$ cat config.mk
export PLATFORM = sky130hd
export DESIGN_NAME = jk_bank_arbiter
export DESIGN_NICKNAME = d
export VERILOG_FILES = /design/src/rtl/jk_bank_arbiter.sv
export SDC_FILE = /design/constraint.sdc
export NUM_CORES = 1
export LEC_CHECK = 0
export ABC_CLOCK_PERIOD_IN_PS = 2800
export BUFFER_PORTS_ARGS = -buffer_cell sky130_fd_sc_hd__buf_2
export CAP_MARGIN = 25
export CORE_MARGIN = 2
export CORE_UTILIZATION = 30
export CTS_CLUSTER_DIAMETER = 30
export DETAILED_ROUTE_END_ITERATION = 12
export GPL_TIMING_DRIVEN = 1
export MAX_ROUTING_LAYER = met4
export REMOVE_ABC_BUFFERS = 1
export SETUP_SLACK_MARGIN = 0.15
export SYNTH_ARGS = -nofsm -noshare
export SYNTH_HDL_FRONTEND = slang
export SYNTH_SLANG_ARGS = --single-unit
$ cat constraint.sdc
create_clock -name clk -period 2.8 [get_ports clk]
set_clock_uncertainty 0.2 [all_clocks]
set_input_delay 0.56 -clock clk [delete_from_list [all_inputs] [get_ports clk]]
set_output_delay 0.56 -clock clk [all_outputs]
set_load 0.02 [all_outputs]
$ cat src/rtl/jk_bank_arbiter.sv
// Round-robin arbiter sharing one bank of WIDTH JK flip-flops between NREQ requesters.
// Optional saturating contention counter is enabled by defining JK_ARB_CONTENTION_CNT_EN.

module jk_bank_arbiter_cell (
    input  logic clk,
    input  logic reset,
    input  logic en,
    input  logic j,
    input  logic k,
    output logic q
);
    always_ff @(posedge clk) begin
        if (reset) begin
            q <= 1'b0;
        end else if (en) begin
            unique case ({j, k})
                2'b00: q <= q;
                2'b01: q <= 1'b0;
                2'b10: q <= 1'b1;
                2'b11: q <= ~q;
            endcase
        end
    end
endmodule

module jk_bank_arbiter #(
    parameter int NREQ  = 4,
    parameter int WIDTH = 8,
    localparam int IDXW = (WIDTH > 1) ? $clog2(WIDTH) : 1
) (
    input  logic                 clk,
    input  logic                 reset,
    input  logic [NREQ-1:0]      req,
    input  logic [NREQ-1:0]      j,
    input  logic [NREQ-1:0]      k,
    input  logic [NREQ*IDXW-1:0] idx,
`ifdef JK_ARB_CONTENTION_CNT_EN
    output logic [15:0]          contention_cnt,
`endif
    output logic [NREQ-1:0]      gnt,
    output logic [WIDTH-1:0]     q,
    output logic                 busy
);
    localparam int PW = $clog2(NREQ);

    typedef enum logic {IDLE, APPLY} state_t;

    typedef struct packed {
        logic            j;
        logic            k;
        logic [IDXW-1:0] idx;
    } jk_cmd_t;

    state_t         state;
    jk_cmd_t        cmd;
    logic [PW-1:0]  ptr;
    logic [PW-1:0]  sel;
    logic [PW-1:0]  sel_nxt;
    logic           found;
    logic [WIDTH-1:0] hit;

    // First requester at or after ptr, wrapping modulo NREQ (NREQ need not be a power of 2).
    always_comb begin
        int c;
        c     = 0;
        sel   = '0;
        found = 1'b0;
        for (int i = 0; i < NREQ; i++) begin
            c = int'(ptr) + i;
            if (c >= NREQ) c = c - NREQ;
            if (!found && req[c]) begin
                found = 1'b1;
                sel   = PW'(c);
            end
        end
        sel_nxt = (int'(sel) == NREQ - 1) ? '0 : sel + PW'(1);
    end

    always_ff @(posedge clk) begin
        if (reset) begin
            state <= IDLE;
            cmd   <= '0;
            ptr   <= '0;
            gnt   <= '0;
            busy  <= 1'b0;
        end else begin
            unique case (state)
                IDLE: begin
                    if (found) begin
                        cmd.j   <= j[sel];
                        cmd.k   <= k[sel];
                        cmd.idx <= idx[int'(sel)*IDXW +: IDXW];
                        gnt     <= NREQ'(1) << sel;
                        busy    <= 1'b1;
                        ptr     <= sel_nxt;
                        state   <= APPLY;
                    end else begin
                        gnt  <= '0;
                        busy <= 1'b0;
                    end
                end
                APPLY: begin
                    gnt   <= '0;
                    busy  <= 1'b0;
                    state <= IDLE;
                end
            endcase
        end
    end

    // Out-of-range indices match no cell, so the bank simply holds.
    always_comb begin
        hit = '0;
        for (int b = 0; b < WIDTH; b++)
            hit[b] = (state == APPLY) && (int'(cmd.idx) == b);
    end

    for (genvar b = 0; b < WIDTH; b++) begin : g_cell
        jk_bank_arbiter_cell u_cell (
            .clk   (clk),
            .reset (reset),
            .en    (hit[b]),
            .j     (cmd.j),
            .k     (cmd.k),
            .q     (q[b])
        );
    end

`ifdef JK_ARB_CONTENTION_CNT_EN
    always_ff @(posedge clk) begin
        if (reset)
            contention_cnt <= '0;
        else if (state == IDLE && $countones(req) > 1 && contention_cnt != 16'hFFFF)
            contention_cnt <= contention_cnt + 16'd1;
    end
`else
    // No contention tracking in this build.
`endif

endmodule
==> results.cfg, run 1 <==
[timing]
fin_crit_sh_pct = 64.8
fmax_ghz = 0.551
hold_slack_ns = 0.284
worst_pin_slew_ns = 0.576
max_slew_margin_pct = 61.5
setup_tns_ns = 0
slew_viol_final = 0
hold_violations = 0
fin_ws_ns = 0.985
fin_crit_ns = 1.81
setup_viol = 0
rsz0062_at_grt = false

[power]
p_leak_nw = 0.528
p_per_area_nw_per_um2 = 570
ir_drop_v = 0.000289
finalPower_mw = 0.721

[die]
io_pins = 39
die_w_um = 62.8
rows = 21
core_area_sq_um = 3340
die_height_um = 62.8
dieArea_sq_um = 3950
initial_core_util_pct = 31.1

[place]
place_inst = 183
pre_cts_slack_ns = 0.681
numPortBuffers = 38
dpl_cell_area_sq_um = 1210
gp_congestion = 0.764
place_hpwl_um = 1750

[layout]
stdcell_count = 187
post-route-util_pct = 37.9
layout.nets = 168
area_delta_synth_final_pct = 21.7
drive_gt1_share_pct = 36.2
final_cell_area_sq_um = 1260
antenna_cells = 0

[drt]
drc = 0
drt_iter0_drc = 33
drt-total-wl_um = 2220
vias_per_cell = 4.80
wl_per_cell_um = 11.9
vias = 897
firstDrtPassIters = 4
antenna_left = 0

[clocking]
cts_buffers = 3
clkTransAtPathRegs_ns = 0.11
clk_latency_ns = 0.30
clock_sinks = 20
htree_levels = 1
cts_buffer_depth = 2
postCtsSetupBuffers = 0
postCtsResizedCells = 0
clock-root-buffer = clkbuf_4
cts_tree = done
cts_hold_buf = 0

[global_route]
grt_max_degree = 17
grt_pass1_vias = 849
grt_pass1_wl_um = 3900
antenna_found_initial = 0
grt.overflow.total = 0
grt_usage_pct = 12.7

[yosys]
yosys_warnings = 0
synth-seq-area-share_pct = 38.6
synth_async_sr_flop_share_pct = 0
synth_cell_types = 30
synth_top_flop_cell = dfxtp_1
yosys-top-cells-count = dfxtp_1 (20), a21oi_1 (11), mux2i_1 (11), buf_4 (8)
ys_seq_elements = 20
syn_inst = 109
synth_top_cell_area_share_pct = 38.6
synth_edf_count = 0
synth.most_common_cell = dfxtp_1
synth_area_leaders = dfxtp_1 (39%), mux2i_1 (11%), buf_4 (5.8%)
synth_area_sq_um = 1040
yosys.area.top_type = dfxtp_1
syn_avg_cell_area_sq_um = 9.53

[setup_path]
crit_fanout = 7
critPathLaunchType = flip-flop
ff2ff_setup_slack_ns = 0.99
path_cells = mux2i_1 > nor2_1 > nor3_1 > nand2_2 > o221ai_1
crit_required_ns = 2.83
critical_path.endpoint_type = flip-flop
crit_slowest_cell = dfxtp_1
reg2reg_to = cmd[2]
max_stage_delay_ns = 0.48
path_class = reg2reg
reg2reg_depth = 5
crit-reg2reg-launch = ptr[1]
cp_data_arrival_time_ns = 1.84

[min_path]
hold_depth = 2
hold_path.class = reg2reg
hold_end = g_cell[4].u_cell.q
hp-start = g_cell[4].u_cell.q

[outcome]
status = finished, final reports clean

[job]
drv_cap = 0
## logic make-up after synthesis
| logic type | Yosys count | synth area share, % |
|---|---|---|
| multiplexers | 11 | 10.6 |
| AO/OA/AOI/OAI | 29 | 22.0 |
| flip-flops | 20 | 38.6 |
| AND/OR/NAND/NOR | 34 | 19.3 |
| XOR/XNOR | 1 | 0.844 |
| buffers and inverters | 14 | 8.67 |
## final cells by class
| cell class | instances | area [sq um] |
|---|---|---|
| fill | 345 | 2070 |
| multi-input combinational | 75 | 548 |
| sequential | 20 | 400 |
| timing repair buffer | 38 | 190 |
| tap | 46 | 57.6 |
| clock inverter | 1 | 30.0 |
| clock buffer | 3 | 22.5 |
| inverter | 4 | 15.0 |
## state kept, by name (all words and copies together) (netlist names)
register / flops
ptr: 2
state: 1
gnt: 4
cmd: 5
g_cell.u_cell.q: 8
## per-layer routing
layer	routed length [um]	global-route usage (%)	vias up
met5	0	-	-
met4	19	3.33	0
met3	152	4.32	2
met2	990	20.4	31
met1	1060	15.2	404
li1	-	-	460
## worst max path at each step
stage,end,start,slack [ns]
2_1_floorplan,cmd[3],req[1],0.97
4_1_cts,cmd[0],ptr[1],0.98
3_5_place_dp,cmd[3],req[1],0.68
6_report,cmd[2],ptr[1],0.99
5_1_grt,cmd[4],ptr[1],0.83
3_3_place_gp,cmd[0],req[1],0.74
## worst max-delay path, delay by kind of cell (launching register included)
| kind | cells | cell delay, ns |
|---|---|---|
| and+or+nand+nor | 3 | 0.61 |
| DFF | 1 | 0.48 |
| AOI/OAI and AO/OA | 1 | 0.23 |
| muxes | 1 | 0.22 |
## report_power, final
group	leakage [nW]	total [mW]	switching, mW	internal, mW
Clock	0.0279	0.230	0.0858	0.145
Sequential	0.164	0.332	0.0239	0.308
Combinational	0.336	0.159	0.0853	0.0734
## layout by cell type (no fill, tap or decap), drive strengths merged, types with 2 or more instances in the layout
master,instances
o221ai,5
or4,2
nand2b,2
o21ai,6
nor2,7
nand3,2
dfxtp,20
clkbuf,3
mux2i,11
buf,38
a21oi,12
or3,7
nand3b,6
inv,4
nand2,6
o31ai,2
No activity file was read; power rests on OpenSTA's default activity.
==> run 2: changes to the inputs <==
--- a/config.mk
+++ b/config.mk
@@ -5,7 +5,8 @@
 export SDC_FILE = /design/constraint.sdc
 export NUM_CORES = 1
 export LEC_CHECK = 0
-export ABC_CLOCK_PERIOD_IN_PS = 2800
+export ABC_AREA = 1
+export ABC_CLOCK_PERIOD_IN_PS = 1600
 export BUFFER_PORTS_ARGS = -buffer_cell sky130_fd_sc_hd__buf_2
 export CAP_MARGIN = 25
 export CORE_MARGIN = 2
==> constraint.sdc (replaced) <==
create_clock -name clk -period 1.6 [get_ports clk]
set_clock_uncertainty 0.2 [all_clocks]
set_input_delay 0.32 -clock clk [delete_from_list [all_inputs] [get_ports clk]]
set_output_delay 0.32 -clock clk [all_outputs]
set_load 0.02 [all_outputs]
==> results.cfg, run 2 <==
[setup_path]
crit-reg2reg-launch = ptr[0]
critical_path.endpoint_type = flip-flop
cp_data_arrival_time_ns = 1.85
path_cells = buf_8 > nand2_4 > nand3_1 > nand2_2 > nand2_2 > nand2_2 > nand2_4 > buf_12 > nand4_1 > nand3_2 > nand3_2 > nand2_1 > inv_1
path_class = reg2reg
critPathLaunchType = flip-flop
max_stage_delay_ns = 0.41
cp_common_cell = nand2_2
crit_required_ns = 1.56
crit_fanout = 10
critPathTopFamily = simple AND/OR/NAND/NOR gates
reg2reg_to = cmd[2]
reg2reg_depth = 13
crit_buf_inv = 3
ff2ff_setup_slack_ns = -0.29
crit_slowest_cell = dfxtp_4

[yosys]
ys_seq_elements = 20
yosys_warnings = 0
syn_avg_cell_area_sq_um = 6.36
synth_edf_count = 0
synth_top_flop_cell = dfxtp_1
synth-seq-area-share_pct = 28.0
synth_async_sr_flop_share_pct = 0
synth_cell_types = 24
yosys-top-cells-count = nand2_1 (58), inv_1 (39), nand3_1 (25), dfxtp_1 (20), nor2_1 (15)
yosys.area.top_type = dfxtp_1
synth.most_common_cell = nand2_1
synth_area_leaders = dfxtp_1 (28%), nand2_1 (15%), inv_1 (10%)
synth_top_cell_area_share_pct = 28.0
syn_inst = 225
synth_area_sq_um = 1430

[min_path]
hp-start = reset
hold_end = g_cell[7].u_cell.q
hold_depth = 2
hold_path.class = in2reg

[layout]
mostFrequentLayoutCell = nand2_1
post-route-util_pct = 45.9
final_cell_area_sq_um = 2140
largest_register_ffs = 8
layout.nets = 308
area_delta_synth_final_pct = 49.7
final_cell_mix = nand2_1 (40), buf_2 (38), inv_1 (37)
reg_top3 = g_cell.u_cell.q x8, cmd x5, gnt x4
antenna_cells = 0
regMostFlops = g_cell.u_cell.q
drive_gt1_share_pct = 50.2

[timing]
fin_crit_ns = 1.89
max_slew_margin_pct = 80.0
hold_slack_ns = 0.130
fmax_ghz = 0.528
rsz0062_at_grt = true
fin_crit_sh_pct = 118
setup_viol = 12
fin_ws_ns = -0.293
slew_viol_final = 0
hold_violations = 0
worst_pin_slew_ns = 0.299

[drt]
wl_per_cell_um = 11.6
drt-total-wl_um = 3900
vias_per_cell = 4.69
vias = 1570
drt_iter0_drc = 98
drc = 0
antenna_left = 0
firstDrtPassIters = 4

[place]
numPortBuffers = 38
place_hpwl_um = 2630
pre_cts_slack_ns = -0.366
gp_congestion = 0.838
dpl_cell_area_sq_um = 1720

[power]
p_per_area_nw_per_um2 = 2090
finalPower_mw = 4.47
p_leak_nw = 1.14
ir_drop_v = 0.000790

[global_route]
use_met3_pct = 1.80
grt_pass1_wl_um = 6180
grt_max_degree = 12
grt_usage_pct = 14.7
grt_pass1_vias = 1449
grt_util_met1_pct = 20.0
grt_use_met2_pct = 22.6
grt.overflow.total = 0
antenna_found_initial = 0
top_usage_layer = met2

[clocking]
clock_sinks = 20
clock-root-buffer = clkbuf_8
cts_hold_buf = 0
cts_buffers = 3
cts_buffer_depth = 2
cts_tree = done
clkTransAtPathRegs_ns = 0.07
htree_levels = 1
clk_latency_ns = 0.25

[die]
core_area_sq_um = 4660
rows = 25
initial_core_util_pct = 30.7
die_height_um = 73.0
io_pins = 39
dieArea_sq_um = 5340
die_w_um = 73.0

[job]
drv_cap = 0

[outcome]
status = complete, but fails checks
violations = setup timing
## run 2: cell families (layout without fill, tap and decap cells)
family,Yosys count,in the layout,synth area share (%)
and+or+nand+nor,127,128,42.7
buffers and inverters,60,115,19.5
DFF,20,20,28.0
AOI/OAI and AO/OA,18,18,9.80
## run 2: worst max-delay path by stage
| stage | startpoint | to | slack, ns | cells past startpoint |
|---|---|---|---|---|
| final | ptr[0] | cmd[2] | -0.29 | 13 |
| after global routing | ptr[0] | cmd[2] | -0.41 | 14 |
| after CTS | ptr[0] | cmd[3] | -0.25 | 13 |
| after detailed placement | ptr[0] | cmd[2] | -0.37 | 12 |
| after global placement | ptr[0] | cmd[2] | -0.34 | 12 |
| after floorplan | ptr[0] | cmd[4] | -0.46 | 13 |
## run 2: worst register-to-register path, cell delays in order, from the launching register on
cell and delay (ns):
dfxtp_4 0.41, buf_8 0.15, nand2_4 0.06, nand3_1 0.10, nand2_2 0.08, nand2_2 0.11, nand2_2 0.08, nand2_4 0.11
buf_12 0.13, nand4_1 0.10, nand3_2 0.10, nand3_2 0.08, nand2_1 0.06, inv_1 0.03
## run 2: repair_timing
action	4_1_cts	5_1_grt
endpoints found under the hold margin	0	0
pin swaps	25	21
resized for setup	45	30
setup endpoints to repair	12	17
buffers inserted	6	3
gates cloned	2	0
## run 2: per-stage QoR
stage                     TNS (ns)  instances
final                        -3.00        335
after global routing         -4.27        335
after CTS                    -2.42        332
after detailed placement     -3.53        320
after global placement       -3.34        320
after floorplan              -4.43        211
## run 2: metal layers
metal	part of all wire (%)	up-vias
met1	47	701
met4	1.5	0
li1	-	828
met2	48	37
met3	3.2	4
met5	0	-
## run 2: power by group
part | internal [mW] | leakage [nW] | switching, mW | total, mW
clock network | 0.219 | 0.0288 | 0.163 | 0.381
registers | 0.643 | 0.165 | 0.127 | 0.770
logic | 1.38 | 0.947 | 1.93 | 3.32
total | 2.25 | 1.14 | 2.22 | 4.47
## run 2: final cells by class
class | instances | area [sq um]
repair buffers | 65 | 435
well taps | 54 | 67.6
flip-flops and latches | 20 | 408
fillers | 447 | 2520
multi-input cells | 146 | 982
inverters | 46 | 193
clock buffers | 4 | 55.1
==> run 3: changes to the inputs <==
--- a/config.mk
+++ b/config.mk
@@ -6,7 +6,7 @@
 export NUM_CORES = 1
 export LEC_CHECK = 0
 export ABC_AREA = 1
-export ABC_CLOCK_PERIOD_IN_PS = 1600
+export ABC_CLOCK_PERIOD_IN_PS = 1920
 export BUFFER_PORTS_ARGS = -buffer_cell sky130_fd_sc_hd__buf_2
 export CAP_MARGIN = 25
 export CORE_MARGIN = 2
==> constraint.sdc (replaced) <==
create_clock -name clk -period 1.92 [get_ports clk]
set_clock_uncertainty 0.2 [all_clocks]
set_input_delay 0.384 -clock clk [delete_from_list [all_inputs] [get_ports clk]]
set_output_delay 0.384 -clock clk [all_outputs]
set_load 0.02 [all_outputs]
==> results.cfg, run 3 (same netlist as run 2, synthesis figures left out) <==
[drt]
firstDrtPassIters = 4
vias_per_cell = 4.70
vias = 1536
drc = 0
drt_iter0_drc = 80
drt-total-wl_um = 3830
antenna_left = 0
wl_per_cell_um = 11.7

[place]
place_hpwl_um = 2560
numPortBuffers = 38
dpl_cell_area_sq_um = 1680
gp_congestion = 0.840

[setup_path]
crit_fanout = 8
crit_slowest_cell = dfxtp_4
critPathLaunchType = flip-flop
path_class = reg2reg
path_cells = buf_8 > nand2_4 > nand3_4 > nand2_4 > nor2_4 > nand4_1 > nand2_4 > inv_6 > nand3_1 > nand3_1 > nand2_1 > inv_1
crit_required_ns = 1.88
max_stage_delay_ns = 0.40
cp_data_arrival_time_ns = 1.91
critical_path.endpoint_type = flip-flop
cp_common_cell = nand2_4

[timing]
setup_tns_ns = -0.0922
rsz0062_at_grt = true
max_slew_margin_pct = 79.7
fmax_ghz = 0.514
fin_crit_ns = 1.94
fin_ws_ns = -0.0242
hold_violations = 0
worst_pin_slew_ns = 0.305
fin_crit_sh_pct = 101
setup_viol = 5
slew_viol_final = 0

[global_route]
grt_pass1_vias = 1382
grt.overflow.total = 0
grt_max_degree = 12
grt_usage_pct = 14.1
grt_pass1_wl_um = 6000
antenna_found_initial = 0

[layout]
final_cell_area_sq_um = 2070
layout.nets = 300
antenna_cells = 0
final_cell_mix = nand2_1 (38), buf_2 (38), inv_1 (37)
largest_register_ffs = 8
drive_gt1_share_pct = 48.4
regMostFlops = g_cell.u_cell.q
reg_top3 = g_cell.u_cell.q x8, cmd x5, gnt x4
area_delta_synth_final_pct = 44.4

[die]
dieArea_sq_um = 5340
io_pins = 39
rows = 25
die_w_um = 73.0
die_height_um = 73.0
initial_core_util_pct = 30.7
core_area_sq_um = 4660

[clocking]
clock_sinks = 20
cts_buffers = 3
cts_tree = done
cts_hold_buf = 0
htree_levels = 1
cts_buffer_depth = 2
clkTransAtPathRegs_ns = 0.07
clk_latency_ns = 0.26
clock-root-buffer = clkbuf_8

[power]
finalPower_mw = 3.64
p_leak_nw = 1.10
p_per_area_nw_per_um2 = 1760
ir_drop_v = 0.000629

[outcome]
status = complete, but fails checks
violations = setup timing

[min_path]
hold_path.class = in2reg

[job]
drv_cap = 0
-- run 3: what timing repair did --
item	CTS	global route
hold endpoints to repair	0	0
gates cloned	1	2
buffers inserted	4	2
gates resized for setup	27	41
endpoints found under the setup margin	11	11
pin swaps	13	28
-- run 3: power by group --
group	leakage [nW]	total [mW]	switching, mW	internal [mW]
registers	0.165	0.642	0.106	0.536
clock network	0.0288	0.319	0.136	0.182
logic	0.906	2.68	1.57	1.12
-- run 3: layout make-up --
class,count,area (sq um)
Fill cell,478,2590
Multi-Input combinational cell,146,958
Sequential cell,20,408
Timing Repair Buffer,57,389
Inverter,46,188
Tap cell,54,67.6
Clock buffer,4,55.1
-- run 3: metal layers --
metal | track usage, % | up-vias | wire length (um)
met1 | 19.0 | 683 | 1840
met2 | 22.8 | 40 | 1760
li1 | - | 807 | -
met4 | 2.67 | 0 | 51
met3 | 1.80 | 6 | 171
met5 | - | - | 0
-- run 3: final timing paths --
path                 startpoint                 end  slack (ns)  cells after the start
min                       reset  g_cell[7].u_cell.q        0.19                      2
min reg2reg  g_cell[7].u_cell.q  g_cell[7].u_cell.q        0.28                      1
max                      ptr[0]              cmd[0]       -0.02                     12
max reg2reg              ptr[0]              cmd[0]       -0.02                     12
-- run 3: critical path, delay by kind of cell (launching register included) --
kind,cells,cell delay [ns]
buffers and inverters,3,0.25
flip-flops,1,0.40
AND/OR/NAND/NOR,9,0.99
-- run 3: per-stage QoR --
| step | setup WS [ns] | instances | hold slack (ns) | util (%) |
|---|---|---|---|---|
| after global placement | -0.0720 | 314 | 0.283 | 36.0 |
| after global routing | -0.132 | 327 | 0.215 | 44.3 |
| final | -0.0242 | 327 | 0.189 | 44.3 |
| after detailed placement | -0.0760 | 314 | 0.279 | 36.0 |
| after floorplan | -0.142 | 211 | 0.262 | - |
| after CTS | 0.0546 | 323 | 0.192 | 40.1 |
